$ cat config.mk
export PLATFORM = sky130hd
export DESIGN_NAME = i2s_rx_deserializer
export DESIGN_NICKNAME = d
export VERILOG_FILES = /design/src/rtl/i2s_rx_deserializer.sv
export SDC_FILE = /design/constraint.sdc
export NUM_CORES = 1
export LEC_CHECK = 0
export ABC_AREA = 1
export CAP_MARGIN = 5
export CORE_MARGIN = 1
export CORE_UTILIZATION = 55
export CTS_CLUSTER_DIAMETER = 150
export DETAILED_ROUTE_END_ITERATION = 8
export HOLD_SLACK_MARGIN = 0.08
export MAX_ROUTING_LAYER = met4
export PLACE_DENSITY = 0.88
export SLEW_MARGIN = 20
export SYNTH_ARGS = -nofsm -noshare
export SYNTH_HDL_FRONTEND = slang
export SYNTH_SLANG_ARGS = --single-unit
$ cat constraint.sdc
create_clock -name clk_25m -period 1.9 [get_ports clk_25m]
set_input_delay 0.38 -clock clk_25m [delete_from_list [all_inputs] [get_ports clk_25m]]
set_output_delay 0.38 -clock clk_25m [all_outputs]
set_load 0.02 [all_outputs]
$ cat src/rtl/i2s_rx_deserializer.sv
// I2S receive deserializer for the SPH0645 mic path: samples DOUT on BCLK rises,
// assembles one signed sample per LRCLK slot and hands it over a valid/ready port.
module i2s_rx_deserializer #(
    parameter int SAMPLE_BITS = 18,
    parameter int SLOT_BITS   = 32
) (
    input  logic                   clk_25m,
    input  logic                   rst_n,
    input  logic                   enable,
    input  logic                   bclk,
    input  logic                   lrclk,
    input  logic                   sdata,
    output logic [SAMPLE_BITS-1:0] sample_data,
    output logic                   sample_right,
    output logic                   sample_valid,
    input  logic                   sample_ready,
    output logic                   overrun,
    output logic                   frame_err,
    input  logic                   err_clr
);

    localparam int CW = $clog2(SLOT_BITS + 1);
    localparam logic [CW-1:0] ONE       = CW'(1);
    localparam logic [CW-1:0] LAST_DATA = CW'(SAMPLE_BITS);
    localparam logic [CW-1:0] SLOT_END  = CW'(SLOT_BITS);

    typedef enum logic {
        SYNC,
        SHIFT
    } state_t;

    state_t                 state_q, state_d;
    logic [CW-1:0]          cnt_q, cnt_d;
    logic                   chan_q, chan_d;
    logic [SAMPLE_BITS-1:0] shift_q, shift_d, shift_next;
    logic                   sd_meta, sdata_s;
    logic                   bclk_q, lr_prev;
    logic                   rise, slot_start, complete, frame_evt, slot_free;

    assign rise       = bclk & ~bclk_q;
    assign slot_start = rise & (lrclk != lr_prev);
    assign shift_next = (shift_q << 1) | SAMPLE_BITS'(sdata_s);
    assign slot_free  = ~sample_valid | sample_ready;

    always_ff @(posedge clk_25m or negedge rst_n) begin
        if (!rst_n) begin
            sd_meta <= 1'b0;
            sdata_s <= 1'b0;
            bclk_q  <= 1'b0;
            lr_prev <= 1'b0;
        end else begin
            sd_meta <= sdata;
            sdata_s <= sd_meta;
            bclk_q  <= bclk;
            if (rise) begin
                lr_prev <= lrclk;
            end
        end
    end

    always_ff @(posedge clk_25m or negedge rst_n) begin
        if (!rst_n) begin
            state_q <= SYNC;
            cnt_q   <= '0;
            chan_q  <= 1'b0;
            shift_q <= '0;
        end else begin
            state_q <= state_d;
            cnt_q   <= cnt_d;
            chan_q  <= chan_d;
            shift_q <= shift_d;
        end
    end

    // cnt holds the index of the next bit; a start rise is index 0 (the I2S delay bit)
    always_comb begin
        state_d   = state_q;
        cnt_d     = cnt_q;
        chan_d    = chan_q;
        shift_d   = shift_q;
        complete  = 1'b0;
        frame_evt = 1'b0;
        if (!enable) begin
            state_d = SYNC;
            cnt_d   = '0;
        end else if (rise) begin
            case (state_q)
                SYNC: begin
                    if (slot_start) begin
                        state_d = SHIFT;
                        cnt_d   = ONE;
                        chan_d  = lrclk;
                    end
                end
                SHIFT: begin
                    if (slot_start) begin
                        frame_evt = (cnt_q <= LAST_DATA);
                        cnt_d     = ONE;
                        chan_d    = lrclk;
                    end else begin
                        cnt_d = cnt_q + ONE;
                        if (cnt_q >= ONE && cnt_q <= LAST_DATA) begin
                            shift_d  = shift_next;
                            complete = (cnt_q == LAST_DATA);
                        end else if (cnt_q == SLOT_END) begin
                            frame_evt = 1'b1;
                            state_d   = SYNC;
                            cnt_d     = '0;
                        end
                    end
                end
                default: state_d = SYNC;
            endcase
        end
    end

    always_ff @(posedge clk_25m or negedge rst_n) begin
        if (!rst_n) begin
            sample_data  <= '0;
            sample_right <= 1'b0;
            sample_valid <= 1'b0;
        end else if (!enable) begin
            sample_valid <= 1'b0;
        end else if (complete && slot_free) begin
            sample_data  <= shift_next;
            sample_right <= chan_q;
            sample_valid <= 1'b1;
        end else if (sample_valid && sample_ready) begin
            sample_valid <= 1'b0;
        end
    end

    // error set takes priority over a coincident clear
    always_ff @(posedge clk_25m or negedge rst_n) begin
        if (!rst_n) begin
            overrun   <= 1'b0;
            frame_err <= 1'b0;
        end else begin
            if (complete && !slot_free) begin
                overrun <= 1'b1;
            end else if (err_clr) begin
                overrun <= 1'b0;
            end
            if (frame_evt) begin
                frame_err <= 1'b1;
            end else if (err_clr) begin
                frame_err <= 1'b0;
            end
        end
    end

endmodule

# Word-level counts from Yosys, hierarchy flattened
# Index checks and enable logic that the tools add are counted.
[totals]
wordCells = 73
inputBits = 8
ff_bits = 51
[classes]
addsub = 1
muxes = 32
bitwise_logic = 8
magnitude_cmp = 2
n_eq_ne = 6
reduce_logical = 11
[ops]
columns = ["operator", "count"]
rows = [
  ["6-bit two-way mux", 6],
  ["1-bit two-way mux", 24],
  ["18-bit by 1-bit OR with 18-bit output", 1],
  ["6-bit case mux with 2 select lines", 1],
  ["6-bit by 1-bit adder with 6-bit output (second input constant)", 1],
  ["6-bit by 5-bit equality test with 1-bit output (second input constant)", 1],
  ["6-bit equality test (second input constant)", 1],
  ["6-bit by 1-bit greater-or-equal comparator with 1-bit output (second input constant)", 1],
  ["6-bit by 5-bit less-or-equal comparator with 1-bit output (second input constant)", 1],
  ["5-bit AND reduction", 1],
  ["1-bit logical AND", 4],
  ["1-bit NOT", 4],
  ["2-bit AND reduction", 2],
  ["2-bit nonzero test", 2],
  ["3-bit by 1-bit inequality test with 1-bit output (second input constant)", 1],
  ["3-bit inequality test (second input constant)", 1],
  ["3-bit AND reduction", 1],
  ["1-bit bitwise AND", 2],
  ["2-bit by 1-bit inequality test with 1-bit output (second input constant)", 1],
  ["1-bit case mux with 2 select lines", 1],
  ["1-bit logical NOT", 1],
  ["1-bit inequality test", 1],
  ["1-bit OR", 1],
]

# Logic depth before layout (Yosys ltp)
# Gate-level depths: netlist (run 1).
[logic_depth]
word_depth = 10
mapped_depth = 10

# Worst setup path before layout (run 1)
# OpenSTA, ideal clock, no wires.
[synth_path]
path_type = "register -> register"
startpoint = "register cnt_q[0]"
endpoint = "register shift_q[10]"
arrival_time_ns = 1.383
stages_incl_launch_ff = 11
path_slack_ns = 0.400
required_ns = 1.783
path_cell_list = "dfrtp_1 inv_1 ha_1 nand2_1 nor2_2 nor2_2 nor2_4 nand2_4 buf_6 nand2_1 nand2_1"
[synth_via]
elab_chain_len = 3
word_cells_on_any_way = 4
[synth_rtl]
columns = ["element", "line_no", "rtl"]
rows = [
  ["start: declaration", "33", "logic [CW-1:0] cnt_q, cnt_d;"],
  ["start signal: assignment", "69", "cnt_q <= cnt_d;"],
  ["6-bit by 1-bit greater-or-equal comparator with 1-bit output / 6-bit by 5-bit less-or-equal comparator with 1-bit output (equally long branches)", "102", "if (cnt_q >= ONE && cnt_q <= LAST_DATA) begin"],
  ["1-bit logical AND *", "102", ""],
  ["5-bit AND reduction (no line) *", "-", ""],
  ["end signal: assignment", "71", "shift_q <= shift_d;"],
  ["end: declaration", "35", "logic [SAMPLE_BITS-1:0] shift_q, shift_d, shift_next;"],
]
# Mark *: on every way between the ends. The rest lies on a longest branch, timed or not.
# A chain may end at the register's enable or synchronous reset.

# Worst setup path in the final report (run 1)
[layout_path]
startpoint = "register sample_data[13]"
endpoint = "output sample_data[13]"
[layout_lines]
columns = ["element", "line_no", "rtl"]
rows = [
  ["start: declaration", "13", "output logic [SAMPLE_BITS-1:0] sample_data,"],
  ["start signal: assignment", "125", "sample_data <= shift_next;"],
]
# No word-level cell between the ends.

==> implementation parameters, run 1 <==
Parameter                              Value

Status
  Status    finished, final reports clean

Layout
  Most frequent cells in the layout    105 x sky130_fd_sc_hd__nand2_1, 71 x sky130_fd_sc_hd__inv_1, 51 x sky130_fd_sc_hd__dfrtp_1, 28 x sky130_fd_sc_hd__clkdlybuf4s50_1, 25 x sky130_fd_sc_hd__nand3_1
  Most common cell after layout, fill and taps aside    sky130_fd_sc_hd__nand2_1
  Share of the core filled with cells    a little over two thirds
  Share of cells above drive strength 1    under 10%
  Fill cell count    326
  Growth of design area from synthesis to finish    20.31%
  Nets    370
  Number of diodes    0
  Register cell area after layout    1276 um2
  Area occupied by multi-input gates    approximately 930 um2

Global route
  Number of antenna violations at the first check in global routing    0
  Grt ovf    0
  First-pass GRT wire length    ~9100 um
  Number of global-route vias before repair    2,022
  Pin count of the biggest net entering global routing    52
  Overall Global Routing Usage    a little under a quarter

Worst setup path
  Worst EP arrival    1280 ps
  Maximum single-stage delay on the critical path    610 ps
  Sequence of cells on the critical path    clkdlybuf4s50_1
  Worst reg2reg endpoint    shift_q[11]
  Top Family by Delay on Critical Path    buffers and inverters
  Worst R2R Path Depth    9
  Type of origin of the critical path    flop
  Largest driver fanout on the critical path    2
  Highest-delay cell along the critical path    sky130_fd_sc_hd__clkdlybuf4s50_1
  Capturing element type of the critical path    primary output
  Worst flop-to-flop path startpoint    cnt_q[0]
  Buf/Inv on CP    1
  Worst endpoint required time    1520 ps
  Setup slack of the most critical reg-to-reg path    roughly 270 ps
  Setup Crit Path Kind    flop to primary output

Logic synthesis
  Post-Syn Area    2539 um2
  Number of cells produced by synthesis    between 300 and 400
  Ys Warns    0
  FF+latch count, synth    just over 50
  Post-synthesis average cell area    7.884 um2
  Seq/Total Area, Yosys    around half
  Proportion of synthesized flip-flops having asynchronous set or reset    100.0%
  Number of synthesized flops with an enable pin    0
  Total nets after synthesis    334
  Dominant synthesized flop cell    sky130_fd_sc_hd__dfrtp_1
  Library cells used by synthesis    24

Clocking
  Total CTS buffers    5
  Clock latency reported for the late side of the worst-skew pair    300 ps
  H-tree Lvls    2
  Clock tree from TritonCTS    done
  Clock Pin Slew Worst Setup and Hold Paths    90 ps
  Post-CTS Setup Inserts    0
  Post-cts resize count    0
  Clk sinks    51
  Clock tree root buffer cell    sky130_fd_sc_hd__clkbuf_8
  Deepest clock path buffer count    2
  Post-CTS Hold Buffers    0

Hold path
  Min-delay worst type    primary input to async pin

STA
  Endpoints failing setup    0
  Worst Max-Slew Pin Slew    608.2 ps
  Setup repair after global routing missed its margin    false
  Clock skew after layout    10.80 ps
  Final-report max-slew violation count    0
  Final setup slack of the worst path    roughly 240 ps
  Final hold vios    0
  Relative slew slack    59.45%
  Time the worst path needs with I/O delays and setup    1663 ps
  Maximum achievable frequency    601.3 MHz
  Post-route fraction of the period consumed by the critical path    87.52%

Floorplan
  Number of standard-cell rows in the floorplan    24
  DIE AREA    4892 um2
  I/O Pins    30
  Vertical die dimension    69.94 um
  Die width    69.94 um
  Initial cell density of the core    between 50% and 60%
  Placeable core region    4384 um2

Route
  Total number of vias    between 2,000 and 2,500
  Total Wirelength    4929 um
  Number of design rule violations left after detail routing    0
  Wirelength per Cell    11.99 um
  Mean number of vias per cell    5.044
  Detailed-router iteration count before antenna repair    5
  Antenna Violating Nets Remaining    0
  DR iter-0 viols    187

Pwr
  Internal power    1.493 mW
  Portion of total power attributed to combinational logic    roughly 8%
  Pwr dens    636.1 nW/um2
  Sw Ratio    23.16%
  Leakage power    1.615 nW
  Sw Pwr    0.4499 mW
  Worst IR Drop VDD    between 0.4 and 0.5 mV
  Part of the power in registers    57.6%
  Proportion of power drawn by the clock network    34.4%

Run
  Number of maximum-capacitance violations    0

Placement
  Total of buffers placed on input and output ports    29
  Setup slack after placement    -20.70 ps
  Placed wire-length estimate after detailed placement    3669 um
  Global placer's final weighted congestion    0.9256
how the worst max path moves through the flow:
stage / start / endpoint / cells after the start
2_1_floorplan: cnt_q[0] / shift_q[10] / 10
3_3_place_gp: bclk / sample_data[3] / 9
3_5_place_dp: bclk / sample_data[1] / 9
4_1_cts: sample_data[9] / sample_data[9] / 1
5_1_grt: cnt_q[0] / shift_q[0] / 9
6_report: sample_data[13] / sample_data[13] / 1
Yosys cell counts (3+ instances only):
cell type                  instances  area share (%)
sky130_fd_sc_hd__nor2_1            6            0.89
sky130_fd_sc_hd__nor2_2            3            0.74
sky130_fd_sc_hd__inv_1            71              10
sky130_fd_sc_hd__nand2_1         105              16
sky130_fd_sc_hd__ha_1              4             2.0
sky130_fd_sc_hd__buf_2             5            0.99
sky130_fd_sc_hd__o21ai_0           6             1.2
sky130_fd_sc_hd__nor2_4            3             1.3
sky130_fd_sc_hd__xor2_1            3             1.0
sky130_fd_sc_hd__dfrtp_1          51              50
sky130_fd_sc_hd__nand3_1          25             4.9
sky130_fd_sc_hd__nand4_1          24             5.9
sky130_fd_sc_hd__clkbuf_1          5            0.74
cell families (layout without fill, tap and decap cells):
family                   after synthesis  count (layout)  share of synthesized area (%)
adder cells (fa/ha/maj)                4               4                          1.971
buffers and inverters                 84             121                          13.11
AO/OA/AOI/OAI                          9               9                          2.070
flip-flops                            51              51                          50.27
AND/OR/NAND/NOR                      171             171                          31.54
XOR/XNOR                               3               3                          1.035
registers in the layout, indices dropped and copies added (netlist names):
name          flops
sample_data      18
shift_q          17
bclk_q            1
sample_right      1
frame_err         1
chan_q            1
sd_meta           1
cnt_q             6
sample_valid      1
overrun           1
sdata_s           1
lr_prev           1
state_q           1
power groups by stage:
stage	Clock, mW	Combinational (mW)	Sequential [mW]
4_1_cts	0.676	0.156	1.12
3_5_place_dp	0	0.155	1.14
6_report	0.668	0.156	1.12
5_1_grt	0.723	0.176	1.12
3_3_place_gp	0	0.151	1.14
2_1_floorplan	0	0.0877	1.13
layer usage:
metal | up-vias | GRT usage [%] | wire [um]
li1 | 1055 | - | -
met4 | 0 | 8.222 | 78
met3 | 8 | 4.906 | 209
met1 | 954 | 31.91 | 2278
met5 | - | - | 0
met2 | 56 | 36.22 | 2364
metrics by stage:
step	hold slack [ps]	instance area [um2]	power, mW	std cells	setup TNS (ps)
after global placement	332.8	2954	1.291	403	0
after global routing	218.2	3054	2.022	411	0
after floorplan	84.41	2539	1.221	322	0
final	154.6	3054	1.943	411	0
after detailed placement	336.5	2954	1.295	403	-28.70
after CTS	184.2	3054	1.951	411	0
cell type report:
cell class	count	share of cell area (%)
Clock buffer	8	3.277
Inverter	72	8.849
Tap cell	52	2.130
Multi-Input combinational cell	187	30.44
Timing Repair Buffer	41	13.52
Sequential cell	51	41.79
Power figures use the tool's default switching activity.
==> run 2: changes to the inputs <==
--- a/config.mk
+++ b/config.mk
@@ -9,6 +9,7 @@
 export CAP_MARGIN = 5
 export CORE_MARGIN = 1
 export CORE_UTILIZATION = 55
+export CTS_BUF_LIST = sky130_fd_sc_hd__clkbuf_4 sky130_fd_sc_hd__clkbuf_8 sky130_fd_sc_hd__clkbuf_16
 export CTS_CLUSTER_DIAMETER = 150
 export DETAILED_ROUTE_END_ITERATION = 8
 export HOLD_SLACK_MARGIN = 0.08
==> implementation parameters, run 2 (same netlist as run 1, synthesis figures left out) <==
Parameter                              Value

Floorplan
  Initial cell density of the core    57.91% (unchanged)
  Die width    69.94 um (unchanged)
  I/O Pins    30 (unchanged)
  DIE AREA    4892 um2 (unchanged)
  Number of standard-cell rows in the floorplan    24 (unchanged)
  Placeable core region    4384 um2 (unchanged)
  Vertical die dimension    69.94 um (unchanged)

Global route
  Grt ovf    0 (unchanged)
  Most Crowded Layer GR    met2 (unchanged)
  Number of global-route vias before repair    2,032 (was 2,022)
  Met1 Usage GRT    31.91% (unchanged)
  Number of antenna violations at the first check in global routing    0 (unchanged)
  First-pass GRT wire length    9128 um (was 9094 um)
  Overall Global Routing Usage    23.86% (was 23.76%)
  Met2 demand-to-capacity share in global routing    36.75% (was 36.22%)
  M3 GR Usage    4.906% (unchanged)
  Pin count of the biggest net entering global routing    52 (unchanged)

Clocking
  Clk sinks    51 (unchanged)
  H-tree Lvls    2 (unchanged)
  Post-CTS Hold Buffers    0 (unchanged)
  Post-CTS Setup Inserts    0 (unchanged)
  Clock tree root buffer cell    sky130_fd_sc_hd__clkbuf_8 (unchanged)
  Clock latency reported for the late side of the worst-skew pair    300 ps (about the same)
  Deepest clock path buffer count    2 (unchanged)
  Clock tree from TritonCTS    done (unchanged)
  Total CTS buffers    5 (unchanged)
  Post-cts resize count    0 (unchanged)
  Clock Pin Slew Worst Setup and Hold Paths    90 ps (about the same)

Worst setup path
  Maximum single-stage delay on the critical path    610 ps (about the same)
  Top Family by Delay on Critical Path    buffers and inverters (unchanged)
  Worst flop-to-flop path startpoint    cnt_q[0] (unchanged)
  Type of origin of the critical path    flop (unchanged)
  Highest-delay cell along the critical path    sky130_fd_sc_hd__clkdlybuf4s50_1 (unchanged)
  Largest driver fanout on the critical path    2 (unchanged)
  Buf/Inv on CP    1 (unchanged)
  Worst EP arrival    1280 ps (about the same)
  Setup Crit Path Kind    flop to primary output (unchanged)
  Worst endpoint required time    1520 ps (about the same)
  Sequence of cells on the critical path    clkdlybuf4s50_1 (unchanged)
  Capturing element type of the critical path    primary output (unchanged)
  Setup crit start    sample_data[13] (unchanged)

Layout
  Fill cell count    324 (was 326)
  Max reg flops    18 (unchanged)
  Most frequent cells in the layout    105 x sky130_fd_sc_hd__nand2_1, 71 x sky130_fd_sc_hd__inv_1, 51 x sky130_fd_sc_hd__dfrtp_1, 28 x sky130_fd_sc_hd__clkdlybuf4s50_1, 25 x sky130_fd_sc_hd__nand3_1 (unchanged)
  Share of the core filled with cells    69.75% (was 69.66%)
  Area occupied by multi-input gates    929.6 um2 (unchanged)
  Number of diodes    0 (unchanged)
  Final standard cell count with taps included and fillers excluded    411 (unchanged)
  Top flop regs    sample_data (18), shift_q (17), cnt_q (6) (unchanged)
  Most common cell after layout, fill and taps aside    sky130_fd_sc_hd__nand2_1 (unchanged)
  Cell area after layout    3058 um2 (was 3054 um2)
  Nets    370 (unchanged)
  Share of cells above drive strength 1    8.635% (was 8.357%)
  Register cell area after layout    1276 um2 (unchanged)
  Largest Register    sample_data (unchanged)
  Growth of design area from synthesis to finish    20.45% (was 20.31%)

STA
  Final setup slack of the worst path    236.8 ps (was 237.1 ps)
  Final TNS setup    0 ps (unchanged)
  Final hold vios    0 (unchanged)
  Setup repair after global routing missed its margin    false (unchanged)
  Maximum achievable frequency    601.2 MHz (was 601.3 MHz)
  Relative slew slack    60.05% (was 59.45%)
  Clock skew after layout    10.46 ps (was 10.80 ps)
  Endpoints failing setup    0 (unchanged)
  Post-route fraction of the period consumed by the critical path    87.54% (was 87.52%)
  Worst Max-Slew Pin Slew    599.2 ps (was 608.2 ps)
  Worst hold slack    159.7 ps (was 154.6 ps)
  Final-report max-slew violation count    0 (unchanged)
  Time the worst path needs with I/O delays and setup    1663 ps (about the same)

Route
  Total number of vias    2,086 (was 2,073)
  Number of design rule violations left after detail routing    0 (unchanged)
  DR iter-0 viols    201 (was 187)
  Detailed-router iteration count before antenna repair    4 (was 5)
  Total Wirelength    4900 um (was 4929 um)
  Mean number of vias per cell    5.075 (was 5.044)
  Wirelength per Cell    11.92 um (was 11.99 um)
  Antenna Violating Nets Remaining    0 (unchanged)

Pwr
  Sum of internal, switching and leakage power    1.953 mW (was 1.943 mW)
  Worst IR Drop VDD    0.4928 mV (was 0.4960 mV)
  Pwr dens    638.8 nW/um2 (was 636.1 nW/um2)
  Leakage power    1.618 nW (was 1.615 nW)

Status
  Status    finished, final reports clean (unchanged)

Placement
  Dpl cell area    2954 um2 (unchanged)
  Global placer's final weighted congestion    0.9256 (unchanged)
  Placed wire-length estimate after detailed placement    3669 um (unchanged)
  Number of cells in the design after placement    403 (unchanged)
  Setup slack after placement    -20.70 ps (unchanged)
  Total of buffers placed on input and output ports    29 (unchanged)

Hold path
  Min-delay worst type    primary input to async pin (unchanged)

Run
  Number of maximum-capacitance violations    0 (unchanged)
==> run 2: layout make-up <==
class / count / area share, %
well taps: 52 / 2.128
repair buffers: 41 / 13.50
inverters: 72 / 8.838
multi-input cells: 187 / 30.40
clock buffers: 8 / 3.396
flip-flops and latches: 51 / 41.73
==> run 2: layer usage <==
metal | vias to the layer above | share of wire (%)
li1 | 1054 | -
met5 | - | 0
met3 | 8 | 5.0
met1 | 957 | 46
met4 | 0 | 1.5
met2 | 67 | 48
==> run 2: report_power, final <==
part,switching (mW),total [mW],internal (mW)
combinational,0.0973,0.155,0.0581
clock,0.333,0.679,0.347
sequential,0.0164,1.12,1.10
==> run 2: worst paths after layout <==
path | endpoint | slack (ps) | depth (start not counted)
worst min-delay path | sample_data[7] | 160 | 2
worst min register to register | sdata_s | 350 | 0
max in group asynchronous | cnt_q[3] | 1320 | 2
worst max-delay path | sample_data[13] | 240 | 1
min in group clk_25m | sdata_s | 350 | 0
worst max register to register | sample_data[1] | 270 | 8
==> RTL edit 1: new RTL, flow settings as in run 2 <==
`shift_q` no longer has a reset.
--- a/src/rtl/i2s_rx_deserializer.sv
+++ b/src/rtl/i2s_rx_deserializer.sv
@@ -65,3 +65,2 @@
             chan_q  <= 1'b0;
-            shift_q <= '0;
         end else begin
@@ -70,4 +69,7 @@
             chan_q  <= chan_d;
-            shift_q <= shift_d;
         end
+    end
+
+    always_ff @(posedge clk_25m) begin
+        shift_q <= shift_d;
     end
Behaviour: no difference found for any inputs over 10 cycles, from zero or initial values and one cycle with rst_n low; that may be too few to reach the edited logic, so the function may still have changed.
==> RTL edit 1 against run 2 <==
  * Sequential cell count did not move
  * First-iteration DRC count down 57%
  * Register-to-register slack lost 30 ps
  * Utilization grew 2.4 points
  * Hold slack gained 200 ps
  * Via count is 23% lower
  * Synthesized area decreased by 14%
  * Total power decreased by 3.7%
  * Cell area is 12% lower
  * Worst setup slack got worse by 42 ps
  * Critical path depth did not move
  * Routed wire length shrank 14%
  * Global-route usage down 0.18 points
==> RTL edit 1: results (changes against run 2) <==
Status: finished, final reports clean (unchanged)
Cell Area, Placed: 2592 um^2 (was 2954 um^2)
Delay-heaviest family, CP: buffers and inverters (unchanged)
Clock transition at path regs: 90 ps (about the same)
Gpl congestion: 0.9045 (was 0.9256)
Max clock buf depth: 2 (unchanged)
Root Buffer: clkbuf_8 (unchanged)
Drt pass-1 iters: 4 (unchanged)
Top flop regs: sample_data x18, shift_q x17, cnt_q x6 (unchanged)
Vias in the first global route: 1537 (was 2032)
Clock skew: 7.444 ps (was 10.46 ps)
Largest net degree at the start of global routing: 35 (was 52)
Yosys cell types: 21 (was 24)
Post-synthesis sequential area ratio: 62.67% (was 50.27%)
Synth warnings: 0 (unchanged)
Top cells by area, synth: dfrtp_1 39%, edfxtp_1 24%, nand2_1 12% (was dfrtp_1 50%, nand2_1 16%, inv_1 10%)
Htree depth: 2 (unchanged)
Relative slew slack: 71.85% (was 60.05%)
Post-layout nets: 273 (was 370)
First-iteration detailed-routing DRC count: 87 (was 201)
Dpl ws: -47.20 ps (was -20.70 ps)
Number of buffers created by CTS: 5 (unchanged)
Syn_nets: 231 (was 334)
Lkg Pwr: 1.257 nW (was 1.618 nW)
GR Util All Layers: 23.68% (was 23.86%)
Critical path fanouts, max: 2 (unchanged)
Hpwl dp: 2960 um (was 3669 um)
Final global-route overflow total: 0 (unchanged)
XOR/XNOR Fraction of Synth Area: 0% (was 1.035%)
Via-to-Cell Ratio: 5.203 (was 5.075)
Worst EP arrival: 1330 ps (was 1280 ps)
CTS resizes: 0 (unchanged)
Antenna cells: 0 (unchanged)
Initial antenna violation count: 0 (unchanged)
Buffers on Ports: 29 (unchanged)
Compound-Gate Fraction of Synth Area: 2.765% (was 2.070%)
Peak supply drop: 0.5610 mV (was 0.4928 mV)
Worst-Skew Late Latency: 310 ps
Asr flop ratio synth: 66.67% (was 100.0%)
Top cells by count, synth: 72 x nand2_1, 34 x dfrtp_1, 24 x nand4_1 (was 105 x nand2_1, 71 x inv_1, 51 x dfrtp_1)
Avg WL per Cell: 13.53 um (was 11.92 um)
CP max stage cell: clkdlybuf4s50_1 (unchanged)
Fraction of layout cells with a size suffix above 1: 10.69% (was 8.635%)
Number of enable flip-flop cells after synthesis: 17 (was 0)
First-pass GRT wire length: 7162 um (was 9128 um)
CP peak stage delay: 630 ps (was 610 ps)
Mux cell area share after synthesis: 0% (unchanged)
HP Class: reg2reg (was in2async)
Fraction of the mapped netlist area in adder cells: 2.304% (was 1.971%)
Postcts setup bufs: 0 (unchanged)
## RTL edit 1: changes by cell type after synthesis, sizes merged, moves of 5 or more
cell	run 2	this run
inv	71	20
nand2	106	72
dfrtp	51	34
edfxtp	0	17
nand3	26	11
o21ai	6	11
## RTL edit 1: through the flow
| step | cells | TNS (ps) | hold slack (ps) | util [%] | total power [mW] |
|---|---|---|---|---|---|
| CTS | 310 | 0 | 363.2 | 72.15 | 1.891 |
| global placement | 302 | -74.83 | 337.0 | 69.76 | 1.286 |
| global route | 310 | 0 | 372.8 | 72.15 | 1.944 |
| detailed placement | 302 | -802.1 | 342.7 | 69.76 | 1.290 |
| finish | 310 | 0 | 360.4 | 72.15 | 1.882 |
| floorplan | 219 | 0 | 84.41 | - | 1.226 |
## RTL edit 1: report_power, final
group / switching (mW) / total (mW) / leakage, nW / internal [mW]
logic: 0.0677 / 0.111 / 0.599 / 0.0429
clock network: 0.358 / 0.615 / 0.0418 / 0.257
registers: 0.0114 / 1.16 / 0.617 / 1.14
## RTL edit 1: routing by layer
metal	vias up	track usage, %	wire (um)
li1	809	-	-
met1	747	31.98	1941
met2	47	35.03	1953
met3	10	4.049	195
met4	0	11.11	102
met5	-	-	0
## RTL edit 1: final cells by class
type,count,area [um^2]
flip-flops and latches,51,1361
well taps,48,60.06
fillers,281,1035
repair buffers,44,415.4
clock inverters,3,20.02
clock buffers,5,68.82
inverters,21,78.83
multi-input cells,138,676.9
## RTL edit 1: worst paths after layout
check                                start               to  slack, ps  cells after the start
min in group asynchronous            rst_n        frame_err        470                      2
hold / removal                     sd_meta          sdata_s        360                      0
max in group asynchronous            rst_n   sample_data[5]       1130                      2
setup / recovery           sample_data[10]  sample_data[10]        190                      1
hold reg to reg                    sd_meta          sdata_s        360                      0
setup reg to reg                  cnt_q[0]       shift_q[2]        240                      7
==> RTL edit 2: new RTL, config.mk and constraints of run 2 <==
Without the edit above. Set the parameter `SAMPLE_BITS` to 16 (it was 18).
--- a/src/rtl/i2s_rx_deserializer.sv
+++ b/src/rtl/i2s_rx_deserializer.sv
@@ -3,3 +3,3 @@
 module i2s_rx_deserializer #(
-    parameter int SAMPLE_BITS = 18,
+    parameter int SAMPLE_BITS = 16,
     parameter int SLOT_BITS   = 32
Ports: changed (resized sample_data); port bits go from 30 to 28. The function was not compared with the original's and may differ.
==> RTL edit 2 against run 2 <==
  * Hold slack improved by 200 ps
  * Cell area shrank 15%
  * Total power decreased by 13%
  * Synthesized area is 15% lower
  * Sequential cell count fell by 4
  * Worst setup slack worse by 66 ps
  * Non-clock buffer count fell by 3
  * Critical endpoint is now sample_data[3]
  * Routed wire length is 16% lower
  * Largest power group unchanged
  * Count of clock-buffer cells in the layout down 2
==> RTL edit 2: results (changes against run 2) <==
Status: finished, final reports clean (unchanged)
CTS resizes: 0 (unchanged)
Placed insts: 323 (was 403)
Syn_nets: 257 (was 334)
Hpwl dp: 2932 um (was 3669 um)
Largest net degree at the start of global routing: 29 (was 52)
Relative slew slack: 69.15% (was 60.05%)
Top cells by area, synth: dfrtp_1 54%, nand2_1 16%, nand4_1 5.5% (was dfrtp_1 50%, nand2_1 16%, inv_1 10%)
Post-synthesis sequential area ratio: 54.30% (was 50.27%)
Clock transition at path regs: 80 ps
Top flop regs: sample_data x16, shift_q x15, cnt_q x6 (was sample_data x18, shift_q x17, cnt_q x6)
Post-layout nets: 295 (was 370)
Yosys cell types: 24 (unchanged)
First-iteration detailed-routing DRC count: 81 (was 201)
Antenna cells: 0 (unchanged)
HP Class: reg2reg (was in2async)
Dpl ws: -39.99 ps (was -20.70 ps)
Setup tns final: 0 ps (unchanged)
Number of buffers created by CTS: 5 (unchanged)
Synth warnings: 0 (unchanged)
Critical path fanouts, max: 17 (was 2)
Asr flop ratio synth: 100.0% (unchanged)
Fill count: 278 (was 324)
Synth Instances: 245 (was 322)
Via-to-Cell Ratio: 5.250 (was 5.075)
Worst-Skew Late Latency: 300 ps (about the same)
Drt pass-1 iters: 4 (unchanged)
Root Buffer: clkbuf_8 (unchanged)
Peak supply drop: 0.6046 mV (was 0.4928 mV)
Initial antenna violation count: 0 (unchanged)
Buffers on Ports: 27 (was 29)
Htree depth: 2 (unchanged)
Clock skew: 8.603 ps (was 10.46 ps)
First-pass GRT wire length: 7079 um (was 9128 um)
Routed WL: 4094 um (was 4900 um)
GR Util All Layers: 22.98% (was 23.86%)
Fraction of layout cells with a size suffix above 1: 12.32% (was 8.635%)
Top cells by count, synth: 94 x nand2_1, 47 x dfrtp_1, 20 x inv_1 (was 105 x nand2_1, 71 x inv_1, 51 x dfrtp_1)
Top_reg_cell synth: dfrtp_1 (unchanged)
Max clock buf depth: 2 (unchanged)
Final std cells w/o fill: 332 (was 411)
Gpl congestion: 0.8322 (was 0.9256)
Lkg Pwr: 1.409 nW (was 1.618 nW)
Vias in the first global route: 1651 (was 2032)
## RTL edit 2: cell types whose count changed in the layout (fill, tap and decap cells not counted), sizes merged, moves of 3 or more
| cell | run 2 | this run |
|---|---|---|
| nand2 | 106 | 99 |
| nand4 | 25 | 20 |
| a21oi | 0 | 6 |
| xor2 | 3 | 0 |
| inv | 71 | 24 |
| dfrtp | 51 | 47 |
| nand3 | 26 | 9 |
| o21ai | 6 | 12 |
## RTL edit 2: area by class of cell
cell class	instances	area, um^2	share of cell area, %
Multi-Input combinational cell	167	830.8	31.82
Sequential cell	47	1176	45.04
Timing Repair Buffer	38	362.8	13.90
Clock inverter	2	12.51	0.4792
Tap cell	48	60.06	2.300
Inverter	24	92.59	3.546
Clock buffer	6	76.32	2.923
## RTL edit 2: stage by stage
step           hold slack (ps)  power (mW)  instance area (um^2)
6_report                 357.8       1.706                  2611
3_3_place_gp             339.3       1.136                  2512
5_1_grt                  381.1       1.767                  2611
4_1_cts                  362.5       1.719                  2611
3_5_place_dp             343.4       1.139                  2512
2_1_floorplan            84.41       1.086                  2166
## RTL edit 2: worst paths after layout
kind                          start         endpoint  slack [ps]  depth (start not counted)
max                        cnt_q[0]   sample_data[3]         170                          9
min                         sd_meta          sdata_s         360                          0
max reg2reg                cnt_q[0]   sample_data[3]         170                          9
min reg2reg                 sd_meta          sdata_s         360                          0
max in group asynchronous     rst_n  sample_data[15]         840                          3
min in group asynchronous     rst_n         cnt_q[3]         560                          2
## RTL edit 2: routing by layer
| metal | track usage (%) | vias up | wire length (um) |
|---|---|---|---|
| li1 | - | 868 | - |
| met1 | 28.94 | 837 | 1937 |
| met2 | 37.11 | 33 | 1979 |
| met3 | 5.282 | 5 | 137 |
| met4 | 6.667 | 0 | 40 |
| met5 | - | - | 0 |
## RTL edit 2: repair_timing
item,CTS,global route
hold endpoints to repair,19,0
endpoints found under the setup margin,0,0
hold buffers,1,0
buffers inserted,0,0
## RTL edit 2: logic make-up after synthesis
| kind of cell | synth area share, % |
|---|---|
| adder cells (fa/ha/maj) | 2.311 |
| buffers and inverters | 7.337 |
| flip-flops | 54.30 |
| AND/OR/NAND/NOR | 31.60 |
| AO/OA/AOI/OAI | 4.448 |
## RTL edit 2: power by group
group	switching [mW]	internal [mW]
clock network	0.315	0.271
registers	0.00778	1.01
logic	0.0636	0.0351
## RTL edit 2: critical path: stages (launching register included)
cell and delay [ps]:
dfrtp_1 420, inv_1 150, ha_1 220, nand2_4 80
nand2_4 60, nand2_1 70, nor2_2 130, nand4_4 240
nand2_1 160, nand2_1 80
